$ cat src/rtl/cdm_err_pkg.sv
// cdm_err_pkg
// Shared types and constants for the carry-disregard multiplier error monitor.
//   state_t      : window controller states
//   PROD_W/OP_W  : product and operand widths of the multiplier under test
//   HIST_BINS    : number of error-distance histogram bins (optional feature,
//                  enabled with CDM_ERR_HIST_EN)
//   CNT_W_DEF    : default width of window length and counters
//   abs_diff()   : unsigned absolute difference of two products
package cdm_err_pkg;

   localparam int PROD_W    = 32;
   localparam int OP_W      = 16;
   localparam int HIST_BINS = 33;
   localparam int BIN_W     = 6;
   localparam int CNT_W_DEF = 16;

   typedef enum logic [1:0] {
      IDLE  = 2'd0,
      RUN   = 2'd1,
      DRAIN = 2'd2,
      DONE  = 2'd3
   } state_t;

   function automatic logic [PROD_W-1:0] abs_diff(input logic [PROD_W-1:0] x,
                                                  input logic [PROD_W-1:0] y);
      return (x >= y) ? (x - y) : (y - x);
   endfunction

endpackage

$ cat src/rtl/cdm_err_msb.sv
// cdm_err_msb
// Combinational leading-one encoder used to pick the histogram bin of an
// error distance. Only instantiated when CDM_ERR_HIST_EN is defined.
//   i_ed  : 32-bit error distance
//   o_bin : 0 when i_ed == 0, otherwise (index of most significant one) + 1
module cdm_err_msb
   import cdm_err_pkg::*;
(
   input  logic [PROD_W-1:0] i_ed,
   output logic [BIN_W-1:0]  o_bin
);

   // Ascending scan: the highest set bit is the last one to write o_bin.
   always_comb begin
      o_bin = '0;
      for (int i = 0; i < PROD_W; i++) begin
         if (i_ed[i]) o_bin = BIN_W'(i + 1);
      end
   end

endmodule

$ cat src/rtl/cdm16_err_monitor.sv
// cdm16_err_monitor
// Streaming error-statistics stage for the 16x16 carry-disregard approximate
// multiplier. Each accepted sample (a, b, r_approx) is compared against the
// exact product; error count, sum and maximum of error distance are
// accumulated over a window of i_win_len samples.
// Optional ED histogram: define CDM_ERR_HIST_EN.
//
// Ports
//   i_clk, i_rst        : clock, synchronous active-high reset
//   i_start, i_win_len  : open a window (IDLE/DONE only), window length
//   i_in_valid/o_in_ready, i_a, i_b, i_r_approx : sample stream
//   o_busy, o_done      : window in progress / window complete
//   o_sample_cnt, o_err_cnt, o_sum_ed, o_max_ed : live statistics
//   i_hist_sel, o_hist_cnt : histogram bin read (0 when feature disabled)
//
// state | meaning
// ------+---------------------------------------------------------------
// IDLE  | after reset, waiting for start
// RUN   | accepting samples until win_len have been taken
// DRAIN | no more accepts, waiting for the two pipeline stages to empty
// DONE  | statistics frozen until the next start
module cdm16_err_monitor
   import cdm_err_pkg::*;
#(
   parameter int CNT_W = CNT_W_DEF
)(
   input  logic                    i_clk,
   input  logic                    i_rst,
   input  logic                    i_start,
   input  logic [CNT_W-1:0]        i_win_len,
   input  logic                    i_in_valid,
   output logic                    o_in_ready,
   input  logic [OP_W-1:0]         i_a,
   input  logic [OP_W-1:0]         i_b,
   input  logic [PROD_W-1:0]       i_r_approx,
   output logic                    o_busy,
   output logic                    o_done,
   output logic [CNT_W-1:0]        o_sample_cnt,
   output logic [CNT_W-1:0]        o_err_cnt,
   output logic [PROD_W+CNT_W-1:0] o_sum_ed,
   output logic [PROD_W-1:0]       o_max_ed,
   input  logic [BIN_W-1:0]        i_hist_sel,
   output logic [CNT_W-1:0]        o_hist_cnt
);

   state_t                  r_state;
   state_t                  w_state_nxt;
   logic                    w_start_ok;
   logic                    w_in_ready;
   logic                    w_busy;
   logic                    w_done;
   logic                    w_accept;

   logic [CNT_W-1:0]        r_remain;

   logic                    r_s1_vld;
   logic [OP_W-1:0]         r_s1_a;
   logic [OP_W-1:0]         r_s1_b;
   logic [PROD_W-1:0]       r_s1_r;
   logic [PROD_W-1:0]       w_exact;

   logic                    r_s2_vld;
   logic [PROD_W-1:0]       r_s2_ed;

   logic [CNT_W-1:0]        r_sample_cnt;
   logic [CNT_W-1:0]        r_err_cnt;
   logic [PROD_W+CNT_W-1:0] r_sum_ed;
   logic [PROD_W-1:0]       r_max_ed;

   assign w_accept = i_in_valid & w_in_ready;

   always_ff @(posedge i_clk) begin
      if (i_rst) r_state <= IDLE;
      else       r_state <= w_state_nxt;
   end

   always_comb begin
      w_state_nxt = r_state;
      w_start_ok  = 1'b0;
      w_in_ready  = 1'b0;
      w_busy      = 1'b0;
      w_done      = 1'b0;
      case (r_state)
         IDLE, DONE: begin
            w_done = (r_state == DONE);
            if (i_start) begin
               w_start_ok  = 1'b1;
               w_state_nxt = (i_win_len == '0) ? DONE : RUN;
            end
         end
         RUN: begin
            w_busy     = 1'b1;
            w_in_ready = (r_remain != '0);
            // Last sample of the window is being taken this cycle.
            if (i_in_valid && w_in_ready && (r_remain == CNT_W'(1)))
               w_state_nxt = DRAIN;
         end
         DRAIN: begin
            w_busy = 1'b1;
            if (!r_s1_vld && !r_s2_vld) w_state_nxt = DONE;
         end
         default: w_state_nxt = IDLE;
      endcase
   end

   // Samples still to accept in the current window (terminal count at 0).
   always_ff @(posedge i_clk) begin
      if (i_rst)           r_remain <= '0;
      else if (w_start_ok) r_remain <= i_win_len;
      else if (w_accept)   r_remain <= r_remain - CNT_W'(1);
   end

   assign w_exact = {{(PROD_W-OP_W){1'b0}}, r_s1_a} * {{(PROD_W-OP_W){1'b0}}, r_s1_b};

   always_ff @(posedge i_clk) begin
      if (i_rst) begin
         r_s1_vld <= 1'b0;
         r_s1_a   <= '0;
         r_s1_b   <= '0;
         r_s1_r   <= '0;
         r_s2_vld <= 1'b0;
         r_s2_ed  <= '0;
      end else begin
         r_s1_vld <= w_accept;
         if (w_accept) begin
            r_s1_a <= i_a;
            r_s1_b <= i_b;
            r_s1_r <= i_r_approx;
         end
         r_s2_vld <= r_s1_vld;
         if (r_s1_vld) r_s2_ed <= abs_diff(w_exact, r_s1_r);
      end
   end

   // A start is only honoured in IDLE/DONE where the pipeline is empty, so
   // clearing here never races an accumulator update.
   always_ff @(posedge i_clk) begin
      if (i_rst || w_start_ok) begin
         r_sample_cnt <= '0;
         r_err_cnt    <= '0;
         r_sum_ed     <= '0;
         r_max_ed     <= '0;
      end else if (r_s2_vld) begin
         r_sample_cnt <= r_sample_cnt + CNT_W'(1);
         r_err_cnt    <= r_err_cnt + CNT_W'(r_s2_ed != '0);
         r_sum_ed     <= r_sum_ed + (PROD_W+CNT_W)'(r_s2_ed);
         if (r_s2_ed > r_max_ed) r_max_ed <= r_s2_ed;
      end
   end

`ifdef CDM_ERR_HIST_EN
   logic [BIN_W-1:0] w_bin;
   logic [CNT_W-1:0] r_hist [HIST_BINS];

   cdm_err_msb u_msb (
      .i_ed  (r_s2_ed),
      .o_bin (w_bin)
   );

   always_ff @(posedge i_clk) begin
      if (i_rst || w_start_ok) begin
         for (int k = 0; k < HIST_BINS; k++) r_hist[k] <= '0;
      end else if (r_s2_vld) begin
         r_hist[w_bin] <= r_hist[w_bin] + CNT_W'(1);
      end
   end

   assign o_hist_cnt = (i_hist_sel < BIN_W'(HIST_BINS)) ? r_hist[i_hist_sel] : '0;
`else
   logic w_unused_hist_sel;
   assign w_unused_hist_sel = ^i_hist_sel;
   assign o_hist_cnt        = '0;
`endif

   assign o_in_ready   = w_in_ready;
   assign o_busy       = w_busy;
   assign o_done       = w_done;
   assign o_sample_cnt = r_sample_cnt;
   assign o_err_cnt    = r_err_cnt;
   assign o_sum_ed     = r_sum_ed;
   assign o_max_ed     = r_max_ed;

endmodule

$ cat config.mk
export PLATFORM = sky130hd
export DESIGN_NAME = cdm16_err_monitor
export DESIGN_NICKNAME = d
export VERILOG_FILES = /design/src/rtl/cdm_err_pkg.sv /design/src/rtl/cdm_err_msb.sv /design/src/rtl/cdm16_err_monitor.sv
export SDC_FILE = /design/constraint.sdc
export NUM_CORES = 1
export LEC_CHECK = 0
export BUFFER_PORTS_ARGS = -buffer_cell sky130_fd_sc_hd__buf_4
export CAP_MARGIN = 40
export CORE_UTILIZATION = 55
export CTS_CLUSTER_SIZE = 24
export DETAILED_ROUTE_END_ITERATION = 16
export GPL_TIMING_DRIVEN = 0
export PLACE_DENSITY = 0.87
export SYNTH_ARGS = -nofsm -noshare
export SYNTH_HDL_FRONTEND = slang
export SYNTH_SLANG_ARGS = --single-unit
export TNS_END_PERCENT = 10
$ cat constraint.sdc
create_clock -name i_clk -period 24.8 [get_ports i_clk]
set_input_delay 3.72 -clock i_clk [delete_from_list [all_inputs] [get_ports i_clk]]
set_output_delay 3.72 -clock i_clk [all_outputs]
set_load 0.03 [all_outputs]
[Word-level counts from Yosys, hierarchy flattened]
Index checks and enable logic that the tools add are counted.
Word-level totals
  register bits: 228
  input port bits: 90
  logic and storage cells: 57
Cells by class
  add/sub/neg operators: 6
  multiply operators: 1
  $lt $le $gt $ge: 2
  equality and inequality tests: 7
  multiplexer cells: 13
  bitwise logic cells: 1
  reduce and logical (&&, ||, !) cells: 15
Operators with widths (number)
  subtractor 32 bit: 2
  adder 48 x 32 -> 48 bit: 1
  greater-or-equal comparator 32 bit: 1
  > comparator 32 bit: 1
  multiplier 16 x 16 -> 32 bit: 1
  2-to-1 mux 16 bit: 2
  2-to-1 mux 32 bit: 1
  nonzero test 32 bit: 1
  adder 16 x 1 -> 16 bit: 1
  adder 16 x 1 -> 16 bit (second input constant): 1
  == test 16 x 1 -> 1 bit (second input constant): 1
  zero test 16 bit: 1
  nonzero test 16 bit: 1
  subtractor 16 x 1 -> 16 bit (second input constant): 1
  2-to-1 mux 2 bit: 4
  inequality test 2 bit (second input constant): 3
  one-hot mux 2 bit (3 select lines): 1
  2-to-1 mux 1 bit: 5
  == test 2 bit (second input constant): 2
  OR reduction 2 bit: 2
  logical AND 1 bit: 3
  AND reduction 3 bit: 1
  == test 2 x 1 -> 1 bit (second input constant): 1
  zero test 1 bit: 2
  5 further kinds: 5

[Depth between registers and ports, before layout]
  depth after elaboration: 5
  depth in mapped cells: 36
  depth with buffers taken out: 33

[Worst setup path before layout]
OpenSTA, ideal clock, no wires.
  path type: register to register
  from: reg r_s1_b[9]
  to: reg r_s2_ed[3]
  setup time: 128 ps
  arrival time: 8060 ps
  required time: 24672 ps
  slack: 16612 ps
  stages on the path, launching flop included: 33
  buffers on the path: 4
  period minus slack after synthesis: 8188 ps
  path through: dfxtp_1 > clkbuf_1 > clkbuf_1 > nand2_1 > fa_1 > inv_1 > fa_1 > inv_1 > fa_1 > inv_1 > fa_1 > fa_1 > inv_1 > fa_1 > inv_1 > ha_1 > and3_1 > o2111ai_1 > a31oi_1 > and3_1 > nand3_1 > a311oi_1 > xor2_1 > ha_1 > clkbuf_1 > nand4_1 > o41ai_2 > a311oi_4 > buf_6 > or3_1 > a31oi_1 > mux2i_1 > o21ai_1
Between the ends
  cells in the longest elaborated chain, start to end: 3
RTL lines
  start: declaration: RTL line cdm16_err_monitor.sv:58  | logic [OP_W-1:0] r_s1_b;
  start signal: assignment: RTL line cdm16_err_monitor.sv:127  | r_s1_b <= i_b;
  multiplier 16 x 16 -> 32 bit: RTL line cdm16_err_monitor.sv:113  | assign w_exact = {{(PROD_W-OP_W){1'b0}}, r_s1_a} * {{(PROD_W-OP_W){1'b0}}, r_s1_b};
  greater-or-equal comparator 32 bit: RTL line cdm_err_pkg.sv:26  | return (x >= y) ? (x - y) : (y - x);
  2-to-1 mux 32 bit: RTL line cdm_err_pkg.sv:26
  end signal: assignment: RTL line cdm16_err_monitor.sv:131  | if (r_s1_vld) r_s2_ed <= abs_diff(w_exact, r_s1_r);
  end: declaration: RTL line cdm16_err_monitor.sv:63  | logic [PROD_W-1:0] r_s2_ed;
Every way passes these cells.
A chain may end at the register's enable or synchronous reset.

[Final worst setup path]
Same ends and word-level chain as after synthesis.

==> summary.txt <==
Place
  • DP Worst Slack: between 15 and 20 ns
  • GPL Wtd Cong: about 1
  • Placed Cells: between 3000 and 4000
  • Placed inst area: roughly 26000 sq um
  • Port bufs: between 150 and 200
  • DP Wirelength: about 54000 um

Synth
  • Register bit total from synthesis: ~230
  • Mapped Cells: 2883
  • Number of synthesized flops with an enable pin: 0
  • Top-count cell post-synth: nand2_1
  • Synth cell types: 86
  • Top FF cell, synth: dfxtp_1
  • Post-synth top area share: 19.5%
  • Area contributors post-synth: dfxtp_1 (20%), fa_1 (17%), ha_1 (13%), nand2_1 (6.0%), inv_1 (5.9%)
  • Syn Area/Cell: 8.12 sq um
  • Post-synth top cells: nand2_1 (375), inv_1 (368), ha_1 (240), dfxtp_1 (228), fa_1 (197)
  • Sequential share of the synthesized area: about a fifth
  • Largest area contributor in the netlist: dfxtp_1
  • Mapped cell area: roughly 23000 sq um
  • YS warnings: 0
  • Post-synthesis async set-or-reset flop share: 0%

STA
  • Setup violations, final: 0
  • RSZ-0062 raised after global routing: no
  • Setup_tns: 0 ns
  • F_max: 99.8 MHz
  • Worst Tran Pin Value: 0.965 ns
  • Final hold vios: 0
  • Final worst-path cycle share: about two fifths
  • Clock skew: 0.0268 ns
  • Fin. max-slew vios: 0
  • Period minus WS final: 10.02 ns
  • Final Worst Setup Slack: 14.78 ns
  • Rel. slew slack: a little over a third

Clock tree
  • Num CTS Buffers: 27
  • Post-CTS Repair Setup Buffers: 0
  • CTS Root Cell: clkbuf_16
  • H-tree Lvls: 1
  • Worst-Skew Late Latency: roughly 0.6 ns
  • Clock transition at path regs: 0.07 ns
  • Hold buffer count at CTS: 0
  • CTS tree: yes
  • CTS resizes: 0
  • Num Clock Sinks: 228
  • Longest Clk Path Bufs: 3

Pwr
  • Cell Pwr Density: slightly below 80 nW/um^2
  • Peak VDD IR: between 0.07 and 0.08 mV
  • P_leak: around 0.012 uW
  • Tot Pwr: ~2100 uW

Worst setup path
  • Worst reg2reg startpoint: r_s1_b[9]
  • CP Data Required Time: ~25 ns
  • CP dominant cell by count: fa_1
  • Worst-path maximum fanout: 10
  • Crit. End Element: flop
  • Setup CP Type: flop to flop
  • Setup crit start kind: flop
  • Worst Setup SP: r_s1_b[9]
  • Slowest stage delay, CP: ~0.57 ns
  • Slowest cell on the critical path: clkbuf_1
  • Critical Path AT: 10.47 ns

Finish
  • Share of layout cells above drive strength 1: 9.56%
  • Design Area, Final: ~27000 sq um
  • Synthesis-to-layout area growth: 13.4%
  • Fin cells: between 3000 and 4000
  • Nets: between 3000 and 4000

Floorplan
  • Initial core utilization: a little under three fifths
  • Width of the die: 208 um
  • I/O pin cnt: 221
  • # rows: between 70 and 80
  • Core Area: between 40000 and 50000 sq um
  • Die area: 43400 sq um
  • Die Y: between 200 and 250 um

Drt
  • First-pass DRT Iterations: 9
  • Post-route ant nets: 0
  • Vias per Instance: 5.90
  • DR iter-0 viols: about 1800
  • Via count: approximately 22000
  • Drc violations: 0
  • Routed WL: 67600 um
  • Wirelength per Cell: between 15 and 20 um

GRT
  • Initial antenna violation count: 0
  • Gr ovfl total: 0
  • First-pass GRT wire length: between 100000 and 150000 um
  • Pin count of the biggest net entering global routing: 15
  • Gr usage total: between 30% and 40%
  • Vias in the first global route: 20925

Outcome
  • Status: finished clean

Run
  • Max-cap viol count: 0

Worst hold path
  • Worst min path class: flop to flop
  • HP Start: r_s1_r[31]
-- state kept, by name, indices dropped and copies added (netlist names), 2 cells and up --
signal	count
r_s1_r	32
o_err_cnt	16
r_remain	16
r_s1_a	16
r_s2_ed	32
o_sum_ed	48
o_max_ed	32
r_state	2
r_s1_b	16
o_sample_cnt	16
-- worst paths after layout --
| check | end | slack [ns] | cells after the start |
|---|---|---|---|
| worst max register to register | r_s2_ed[3] | 14.78 | 32 |
| worst min-delay path | r_s1_r[31] | 0.46 | 2 |
| worst min register to register | r_s1_r[31] | 0.46 | 2 |
| worst max-delay path | r_s2_ed[3] | 14.78 | 32 |
-- stage by stage --
step	utilization, %	hold slack, ns
after CTS	63.3	0.460
after global placement	61.1	0.448
after global routing	63.3	0.496
after floorplan	-	0.436
after detailed placement	61.1	0.451
final	63.3	0.459
-- cells by family after synthesis --
| kind of cell | count (synthesis) | share of synthesized area [%] |
|---|---|---|
| multiplexers | 45 | 1.95 |
| AND/OR/NAND/NOR | 937 | 18.9 |
| flip-flops | 228 | 19.5 |
| other | 1 | 0.0160 |
| XOR/XNOR | 125 | 4.68 |
| AO/OA/AOI/OAI | 579 | 16.2 |
| adder cells (fa/ha/maj) | 437 | 29.7 |
| buffers and inverters | 531 | 9.05 |
-- routing by layer --
metal | routed length [um] | part of all wire, % | vias up | GRT usage [%]
met5 | 0 | 0 | - | 0
met4 | 3320 | 4.9 | 0 | 14.8
met3 | 6260 | 9.3 | 192 | 5.54
met2 | 30800 | 46 | 1035 | 49.2
met1 | 27200 | 40 | 10418 | 40.2
li1 | - | - | 10117 | -
-- worst max-delay path: cells and delay by family, from the launching register on --
kind | cells | cell delay [ns]
flip-flops | 1 | 0.31
AO/OA/AOI/OAI | 6 | 1.71
buffers and inverters | 9 | 1.86
AND/OR/NAND/NOR | 7 | 1.89
adder cells (fa/ha/maj) | 8 | 3.76
XOR/XNOR | 1 | 0.13
multiplexers | 1 | 0.21
-- final cells by class --
class	count	area [sq um]
tap	539	674
buffer	163	737
inverter	368	1380
fill	3466	15400
clock inverter	12	145
timing repair buffer	199	1500
antenna	1	2.50
clock buffer	38	757
sequential	228	4560
multi-input combinational	2139	16800
-- cells in the final DEF (no fill, tap or decap), types with 25 or more instances in the layout --
| cell type | n |
|---|---|
| nand3_1 | 91 |
| ha_1 | 240 |
| nand2_1 | 375 |
| a21o_1 | 76 |
| xnor2_1 | 64 |
| and2_1 | 128 |
| buf_4 | 216 |
| mux2i_1 | 40 |
| nand4_1 | 36 |
| o31ai_1 | 44 |
| inv_1 | 368 |
| clkbuf_1 | 124 |
| nor2_1 | 165 |
| a211oi_1 | 54 |
| dfxtp_1 | 228 |
| fa_1 | 197 |
| clkbuf_16 | 27 |
| o21ai_0 | 83 |
| xor2_1 | 61 |
| a31oi_1 | 25 |
| a21oi_1 | 179 |
-- where the power goes --
part	internal, uW	switching, uW	total (uW)
clock network	236	173	410
logic	459	748	1210
registers	402	58.0	460
Note: power is estimated with default switching activity, not from simulation.
